File: config.mk
export PLATFORM = sky130hd
export DESIGN_NAME = control_fsm
export DESIGN_NICKNAME = d
export VERILOG_FILES = /design/src/rtl/control_fsm.sv
export SDC_FILE = /design/constraint.sdc
export NUM_CORES = 1
export LEC_CHECK = 0
export BUFFER_PORTS_ARGS = -buffer_cell sky130_fd_sc_hd__buf_2
export CAP_MARGIN = 15
export CORE_MARGIN = 2
export CORE_UTILIZATION = 50
export CTS_BUF_LIST = sky130_fd_sc_hd__clkbuf_2
export DETAILED_ROUTE_END_ITERATION = 16
export HOLD_SLACK_MARGIN = 0.15
export PLACE_DENSITY = 0.75
export REMOVE_ABC_BUFFERS = 1
export SLEW_MARGIN = 40
export SYNTH_ARGS = -nofsm -noshare
export SYNTH_HDL_FRONTEND = slang
export SYNTH_SLANG_ARGS = --single-unit
File: constraint.sdc
create_clock -name clk -period 2.4 [get_ports clk]
set_input_delay 0.12 -clock clk [delete_from_list [all_inputs] [get_ports clk]]
set_output_delay 0.12 -clock clk [all_outputs]
set_load 0.05 [all_outputs]
File: src/rtl/control_fsm.sv
// Multicycle control unit: sequences FETCH/DECODE/EXEC/MEM/WB, drives the datapath
// control inputs, traps on illegal opcodes or data-memory timeout, counts retirements.
module control_fsm #(
  parameter int MEM_TIMEOUT = 15,
  parameter int CNT_BITS    = 32
) (
  input  logic                clk,
  input  logic                rst,
  input  logic [6:0]          opcode,
  input  logic [3:0]          alu_flags,
  input  logic                d_mem_ready,
  output logic                d_mem_we,
  output logic                rf_we,
  output logic [3:0]          alu_cmd,
  output logic                alu_src,
  output logic                pc_src,
  output logic                rf_src,
  output logic                ir_we,
  output logic                pc_we,
  output logic                instr_done,
  output logic                trap,
  output logic [CNT_BITS-1:0] instr_count,
  output logic [2:0]          state_dbg
);

  typedef enum logic [2:0] {
    S_FETCH  = 3'd0,
    S_DECODE = 3'd1,
    S_EXEC   = 3'd2,
    S_MEM    = 3'd3,
    S_WB     = 3'd4,
    S_TRAP   = 3'd7
  } state_t;

  localparam logic [6:0] OP_R      = 7'b0110011;
  localparam logic [6:0] OP_I      = 7'b0010011;
  localparam logic [6:0] OP_LOAD   = 7'b0000011;
  localparam logic [6:0] OP_STORE  = 7'b0100011;
  localparam logic [6:0] OP_BRANCH = 7'b1100011;
  localparam logic [6:0] OP_LUI    = 7'b0110111;
  localparam logic [6:0] OP_JAL    = 7'b1101111;
  localparam logic [7:0] WAIT_LAST = 8'(MEM_TIMEOUT - 1);

  state_t              state_q, state_d;
  logic [6:0]          op_q, op_d;
  logic [7:0]          wait_q, wait_d;
  logic [CNT_BITS-1:0] cnt_q, cnt_d;
  logic                unused_flags;

  assign unused_flags = ^alu_flags[2:0];

  function automatic logic is_legal(input logic [6:0] op);
    case (op)
      OP_R, OP_I, OP_LOAD, OP_STORE, OP_BRANCH, OP_LUI, OP_JAL: is_legal = 1'b1;
      default:                                                 is_legal = 1'b0;
    endcase
  endfunction

  function automatic logic [3:0] cmd_of(input logic [6:0] op);
    case (op)
      OP_I, OP_LOAD: cmd_of = 4'b0001;
      OP_STORE:      cmd_of = 4'b0010;
      OP_BRANCH:     cmd_of = 4'b0011;
      OP_LUI:        cmd_of = 4'b0100;
      OP_JAL:        cmd_of = 4'b0101;
      default:       cmd_of = 4'b0000;
    endcase
  endfunction

  always_ff @(posedge clk or posedge rst) begin
    if (rst) begin
      state_q <= S_FETCH;
      wait_q  <= '0;
      cnt_q   <= '0;
    end else begin
      state_q <= state_d;
      wait_q  <= wait_d;
      cnt_q   <= cnt_d;
    end
  end

  // op_q is pure data: it is always rewritten in DECODE before it is used
  always_ff @(posedge clk) begin
    op_q <= op_d;
  end

  always_comb begin
    state_d  = state_q;
    op_d     = op_q;
    wait_d   = wait_q;
    d_mem_we = 1'b0;
    rf_we    = 1'b0;
    alu_cmd  = 4'b0000;
    alu_src  = 1'b1;
    pc_src   = 1'b1;
    rf_src   = 1'b0;
    ir_we    = 1'b0;
    pc_we    = 1'b0;
    trap     = 1'b0;
    case (state_q)
      S_FETCH: begin
        ir_we   = 1'b1;
        state_d = S_DECODE;
      end
      S_DECODE: begin
        op_d    = opcode;
        state_d = is_legal(opcode) ? S_EXEC : S_TRAP;
      end
      S_EXEC: begin
        alu_cmd = cmd_of(op_q);
        alu_src = (op_q == OP_R) || (op_q == OP_BRANCH);
        case (op_q)
          OP_BRANCH: begin
            pc_we   = 1'b1;
            pc_src  = ~alu_flags[3];
            state_d = S_FETCH;
          end
          OP_JAL: begin
            pc_we   = 1'b1;
            pc_src  = 1'b0;
            state_d = S_FETCH;
          end
          OP_LOAD, OP_STORE: begin
            wait_d  = '0;
            state_d = S_MEM;
          end
          default: state_d = S_WB;
        endcase
      end
      S_MEM: begin
        alu_cmd  = cmd_of(op_q);
        alu_src  = 1'b0;
        d_mem_we = (op_q == OP_STORE);
        rf_src   = (op_q == OP_LOAD);
        if (d_mem_ready) begin
          if (op_q == OP_STORE) begin
            pc_we   = 1'b1;
            state_d = S_FETCH;
          end else begin
            state_d = S_WB;
          end
        end else if (wait_q == WAIT_LAST) begin
          // timeout abandons the access: the TRAP state itself suppresses all strobes
          state_d = S_TRAP;
        end else begin
          wait_d = wait_q + 8'd1;
        end
      end
      S_WB: begin
        alu_cmd = cmd_of(op_q);
        alu_src = (op_q == OP_R);
        rf_we   = 1'b1;
        pc_we   = 1'b1;
        rf_src  = (op_q == OP_LOAD);
        state_d = S_FETCH;
      end
      S_TRAP: begin
        trap = 1'b1;
      end
      default: state_d = S_FETCH;
    endcase
    // while reset is held every control output shows its idle value
    if (rst) begin
      d_mem_we = 1'b0;
      rf_we    = 1'b0;
      alu_cmd  = 4'b0000;
      alu_src  = 1'b1;
      pc_src   = 1'b1;
      rf_src   = 1'b0;
      ir_we    = 1'b0;
      pc_we    = 1'b0;
      trap     = 1'b0;
    end
  end

  assign cnt_d       = pc_we ? cnt_q + {{(CNT_BITS-1){1'b0}}, 1'b1} : cnt_q;
  assign instr_done  = pc_we;
  assign instr_count = cnt_q;
  assign state_dbg   = state_q;

endmodule

# [Yosys cells after proc, flatten, opt, wreduce, memory -nomap -nowiden]
# Cells that the tools add are included.
[totals] regBits=50 output_inout_bits=48
[classes] add_sub_neg=2 mux=35 eq_ne=24 bitwise_logic=2 n_reduce_logical=11
[ops] operator="equality test 7 x 6 -> 1 bit (second input constant)" count=6
[ops] operator="adder 32 x 1 -> 32 bit (second input constant)" count=1
[ops] operator="case mux 3 bit (5 select lines)" count=2
[ops] operator="equality test 7 bit (second input constant)" count=4
[ops] operator="two-way mux 8 bit" count=3
[ops] operator="two-way mux 1 bit" count=19
[ops] operator="case mux 8 bit (2 select lines)" count=1
[ops] operator="two-way mux 3 bit" count=5
[ops] operator="equality test 7 x 2 -> 1 bit (second input constant)" count=2
[ops] operator="equality test 7 x 5 -> 1 bit (second input constant)" count=2
[ops] operator="adder 8 x 1 -> 8 bit (second input constant)" count=1
[ops] operator="equality test 8 x 4 -> 1 bit (second input constant)" count=1
[ops] operator="OR reduction 2 bit" count=4
[ops] operator="OR reduction 7 bit" count=1
[ops] operator="equality test 3 x 2 -> 1 bit (second input constant)" count=2
[ops] operator="equality test 3 bit (second input constant)" count=2
[ops] operator="!= test 2 bit (second input constant)" count=3
[ops] operator="case mux 1 bit (3 select lines)" count=2
[ops] operator="case mux 3 bit (2 select lines)" count=1
[ops] operator="two-way mux 4 bit" count=1
[ops] operator="AND reduction 4 bit" count=1
[ops] operator="equality test 3 x 1 -> 1 bit (second input constant)" count=1
[ops] operator="zero test 3 bit" count=1
[ops] operator="!= test 3 bit (second input constant)" count=1
[ops] operator="6 further kinds" count=7

# [Depth between registers and ports, before layout]
[logic_depth] word_depth=6 mapped_depth=8 ltp_nobuf=7

# [Worst setup path after synthesis]
# OpenSTA, ideal clock, no wires.
[synth_path] kind="register -> output" from="register state_q[0], in the netlist state_dbg[0]" to="output rf_src" path_buffers=1 setup_slack_ns=-1.522 required_ns=2.280 t_arrival_ns=3.802 stages_incl_launch_ff=5 path_cell_list="dfrtp_1 -> buf_1 -> nand2b_1 -> or2_2 -> a2111oi_0"
[synth_between] elab_chain_cells=4 word_cells_on_any_way=5
[synth_rtl] element="start, declared" line_no="44" rtl="state_t state_q, state_d;"
[synth_rtl] element="start signal, assigned" line_no="76" rtl="state_q <= state_d;"
[synth_rtl] element="equality test 3 bit / equality test 3 x 2 -> 1 bit (equally long branches)" line_no="100" rtl="case (state_q)"
[synth_rtl] element="OR reduction 2 bit (no source line) *"
[synth_rtl] element="two-way mux 1 bit *"
[synth_rtl] element="two-way mux 1 bit *" line_no="163" rtl="if (rst) begin"
[synth_rtl] element="end, declared" line_no="17" rtl="output logic rf_src,"
# Every way passes the cells marked *; elsewhere a longest branch is shown, timed or not.

# [Final worst setup path]
[layout_path] from="register state_q[2], in the netlist state_dbg[2]" to="register cnt_q[27], in the netlist instr_count[27]"
[layout_between] elab_chain_cells=3 word_cells_on_any_way=5
[layout_rtl] element="equality test 3 bit / equality test 3 x 2 -> 1 bit (equally long branches)" line_no="100"
[layout_rtl] element="case mux 1 bit (3 select lines) *" line_no="100"
[layout_rtl] element="two-way mux 1 bit *" line_no="163"
[layout_rtl] element="end signal, assigned" line_no="78" rtl="cnt_q <= cnt_d;"
[layout_rtl] element="end, declared" line_no="47" rtl="logic [CNT_BITS-1:0] cnt_q, cnt_d;"
# Marks and branches as above.
# A chain may end at the register's enable or synchronous reset.

==> flow_summary_export.csv <==
group,metric,value,unit
finish,diodes,0,
worst_setup_path,path_class,"reg2reg",
synth,ys_top_cells_by_count,"dfrtp_1 (43), nand2_1 (24), xor2_1 (24), nand4_1 (15)",
hold_path,min_path_type,"in2reg",
synth,yosysMostFrequentCell,"dfrtp_1",
grt,grt_pass1_wl,10200,um
finish,stdcell_count,415,
finish,layout-drive-gt1-share,32.8,%
timing,setup_viol,2,
route,drc_errors,0,
timing,clock.fmax,0.415,GHz
route,antenna_left,0,
hold_path,hold_path_depth,2,
grt,grt_pass1_vias,2126,
power_and_ir_drop,ir_drop,0.504,mV
timing,fin_crit_sh,100,%
synth,yosys.area.top_type_share,40.1,%
die,die_y,77.2,um
clock_network,cts_tree,"built",
timing,finalCriticalPeriod,2410,ps
placed_design,io_buffers,57,
worst_setup_path,end_kind,"flop",
clock_network,root_buffer,"clkbuf_2",
worst_setup_path,cp_data_arrival_time,2760,ps
die,start_util,52.2,%
clock_network,clk_pin_slew_worst_paths,240,ps
route,drtIter0Drc,131,
die,design.die.area,5970,um^2
synth,syn_avg_cell_area,10.4,um^2
power_and_ir_drop,swShare,45.2,%
clock_network,htree_levels,2,
synth,ys_seq_area_share,47.9,%
route,vias_per_cell,5.60,
synth,synth_edf_count,7,
route,met2_length,3250,um
timing,relSlewSlack,65.0,%
power_and_ir_drop,power_frac_clock,12.0,%
route,top_layer_used,"met4",
synth,synthesis.area,2680,um^2
power_and_ir_drop,internal_power,0.00149,W
placed_design,gp_congestion,0.854,
clock_network,clockBufferDepth,2,
power_and_ir_drop,p_leak,1.56,nW
timing,rsz0062_at_grt,"true",
synth,ys_types,51,
timing,skew,14.6,ps
power_and_ir_drop,combPwrFrac,45.8,%
finish,multiInputGateArea,1440,um^2
clock_network,cts.sinks,50,
synth,synth_top_flop_cell,"dfrtp_1",
power_and_ir_drop,p_switching,0.00123,W
worst_setup_path,cp-start-kind,"flop",
finish,final_core_util,67.2,%
die,die_w,77.2,um
synth,yosysWarnings,0,
synth,synthTopCellsByArea,"dfrtp_1 (40%), edfxtp_1 (7.8%), xor2_1 (7.8%), xnor2_1 (4.6%), nand4_1 (3.5%)",
finish,nFillCells,422,
synth,ys_ff_latch,50,
synth,yosysTopAreaCell,"dfrtp_1",
route,wire_per_inst,15.5,um
timing,max_slew.worst_pin.slew,526,ps
route,drt_first_pass_iters,4,
grt,grt_max_degree,44,
run,drv_cap,0,
route,vias,2324,
placed_design,placed_area,3090,um^2
worst_setup_path,worstRegToRegCells,6,
timing,slew_violations,0,
worst_setup_path,crit_required,2750,ps
timing,hold_viol_final,0,
die,std_cell_rows,26,
placed_design,dpl.hpwl,4190,um
finish,synthToLayoutAreaGrowth,28.7,%
power_and_ir_drop,power.density,790,nW/um^2
finish,layout.nets,361,
die,core_area,5140,um^2
clock_network,cts_made_buffers,5,
status,violations,"setup timing",
worst_setup_path,crit_fanout,8,
synth,async_flop_share,86.0,%
die,pin_count,62,
route,drt-met1-wl,2780,um
power_and_ir_drop,power_frac_seq,42.2,%
grt,grt.total_usage,21.1,%
finish,design_area,3450,um^2
clock_network,clk_latency,420,ps
route,drt-total-wl,6430,um
grt,grt_overflow,0,
status,status,"finished, violations left",
timing,fin_ws,-9.21,ps
placed_design,dp.cells,388,
grt,antenna_found_initial,0,
synth,syn_inst,258,
route,route.met3.wl,312,um
finish,register_area,1290,um^2
[per-stage QoR]
step,hold WS (ps),total power (W),TNS [ps],setup slack [ps]
6_report,411,0.00273,-12.1,-9.21
5_1_grt,366,0.00289,-960,-132
4_1_cts,386,0.00264,-39.3,-16.6
3_5_place_dp,316,0.00224,-392,-67.8
2_1_floorplan,219,0.00191,-40580,-1640
3_3_place_gp,313,0.00222,-186,-47.5
[worst max-delay path, cell delays in order, from the launching register on]
cell and delay [ps]:
dfrtp_1 430, or4b_4 560, nor4b_4 400, a211oi_4 100
buf_6 170, or4_4 540, xnor2_2 150
[state kept, by name (all words and copies together), names as in the netlist]
name and flops:
instr_count 32, wait_q 8, op_q 7, state_dbg 3
[final timing paths]
path	slack [ps]	endpoint	startpoint
max	-9	instr_count[27]	state_dbg[2]
min	410	op_q[1]	opcode[1]
max reg2reg	-9	instr_count[27]	state_dbg[2]
min reg2reg	500	instr_count[30]	instr_count[30]
max in group asynchronous	1520	state_dbg[1]	rst
min in group asynchronous	490	wait_q[5]	rst
[per-layer routing]
| layer | up-vias | track usage (%) |
|---|---|---|
| met5 | - | 0 |
| met4 | 0 | 5.89 |
| met3 | 9 | 4.35 |
| met2 | 59 | 35.4 |
| met1 | 1150 | 27.6 |
| li1 | 1106 | - |
[final cells by class]
type	count	share of cell area [%]
Inverter	5	0.652
Multi-Input combinational cell	193	41.6
Clock buffer	5	0.725
Sequential cell	50	37.3
Tap cell	70	2.54
Timing Repair Buffer	89	16.7
Clock inverter	3	0.471
[power groups by stage]
stage	combinational, W	sequential [W]	clock [W]
2_1_floorplan	0.000487	0.00142	0
3_3_place_gp	0.00106	0.00116	0
3_5_place_dp	0.00108	0.00116	0
4_1_cts	0.00115	0.00114	0.000342
5_1_grt	0.00133	0.00118	0.000381
6_report	0.00125	0.00115	0.000328
[cell families after synthesis]
family / count (synthesis) / share of synthesized area, %
xor gates and xnor gates: 38 / 12.4
muxes: 3 / 1.21
AOI/OAI and AO/OA: 17 / 4.52
other: 1 / 0.140
DFF: 50 / 47.9
adders and majority gates: 3 / 1.40
buffers and inverters: 15 / 3.03
and+or+nand+nor: 131 / 29.3
[repair_timing]
action                                  in CTS  in global routing
buffers inserted                             5                  5
pin swaps                                    1                  4
gates cloned                                 0                  0
gates resized for setup                     11                 20
hold endpoints to repair                    54                  0
hold buffers                                 9                  0
endpoints found under the setup margin      15                 16
[layout by cell type, fill, tap and decap left out, types with 2 or more instances in the layout]
master	n
buf_2	53
dfrtp_1	42
xor2_1	24
nand2_1	23
buf_4	23
nand4_1	15
nor2_1	14
nand3_1	14
xnor2_1	13
nor3_1	11
dlygate4sd3_1	9
nor4_1	7
edfxtp_1	7
and3_1	6
nand2b_1	5
nor4_2	5
clkbuf_2	5
inv_1	4
nor2b_1	3
a211oi_1	3
and4_1	3
a31oi_1	3
nor4_4	3
ha_1	3
buf_6	3
o22ai_1	2
mux2_2	2
clkinvlp_4	2
and2_1	2
or3_1	2
nor4bb_1	2
o21ai_0	2
a21oi_1	2
nor3b_1	2
(Power assumes the default switching activity.)
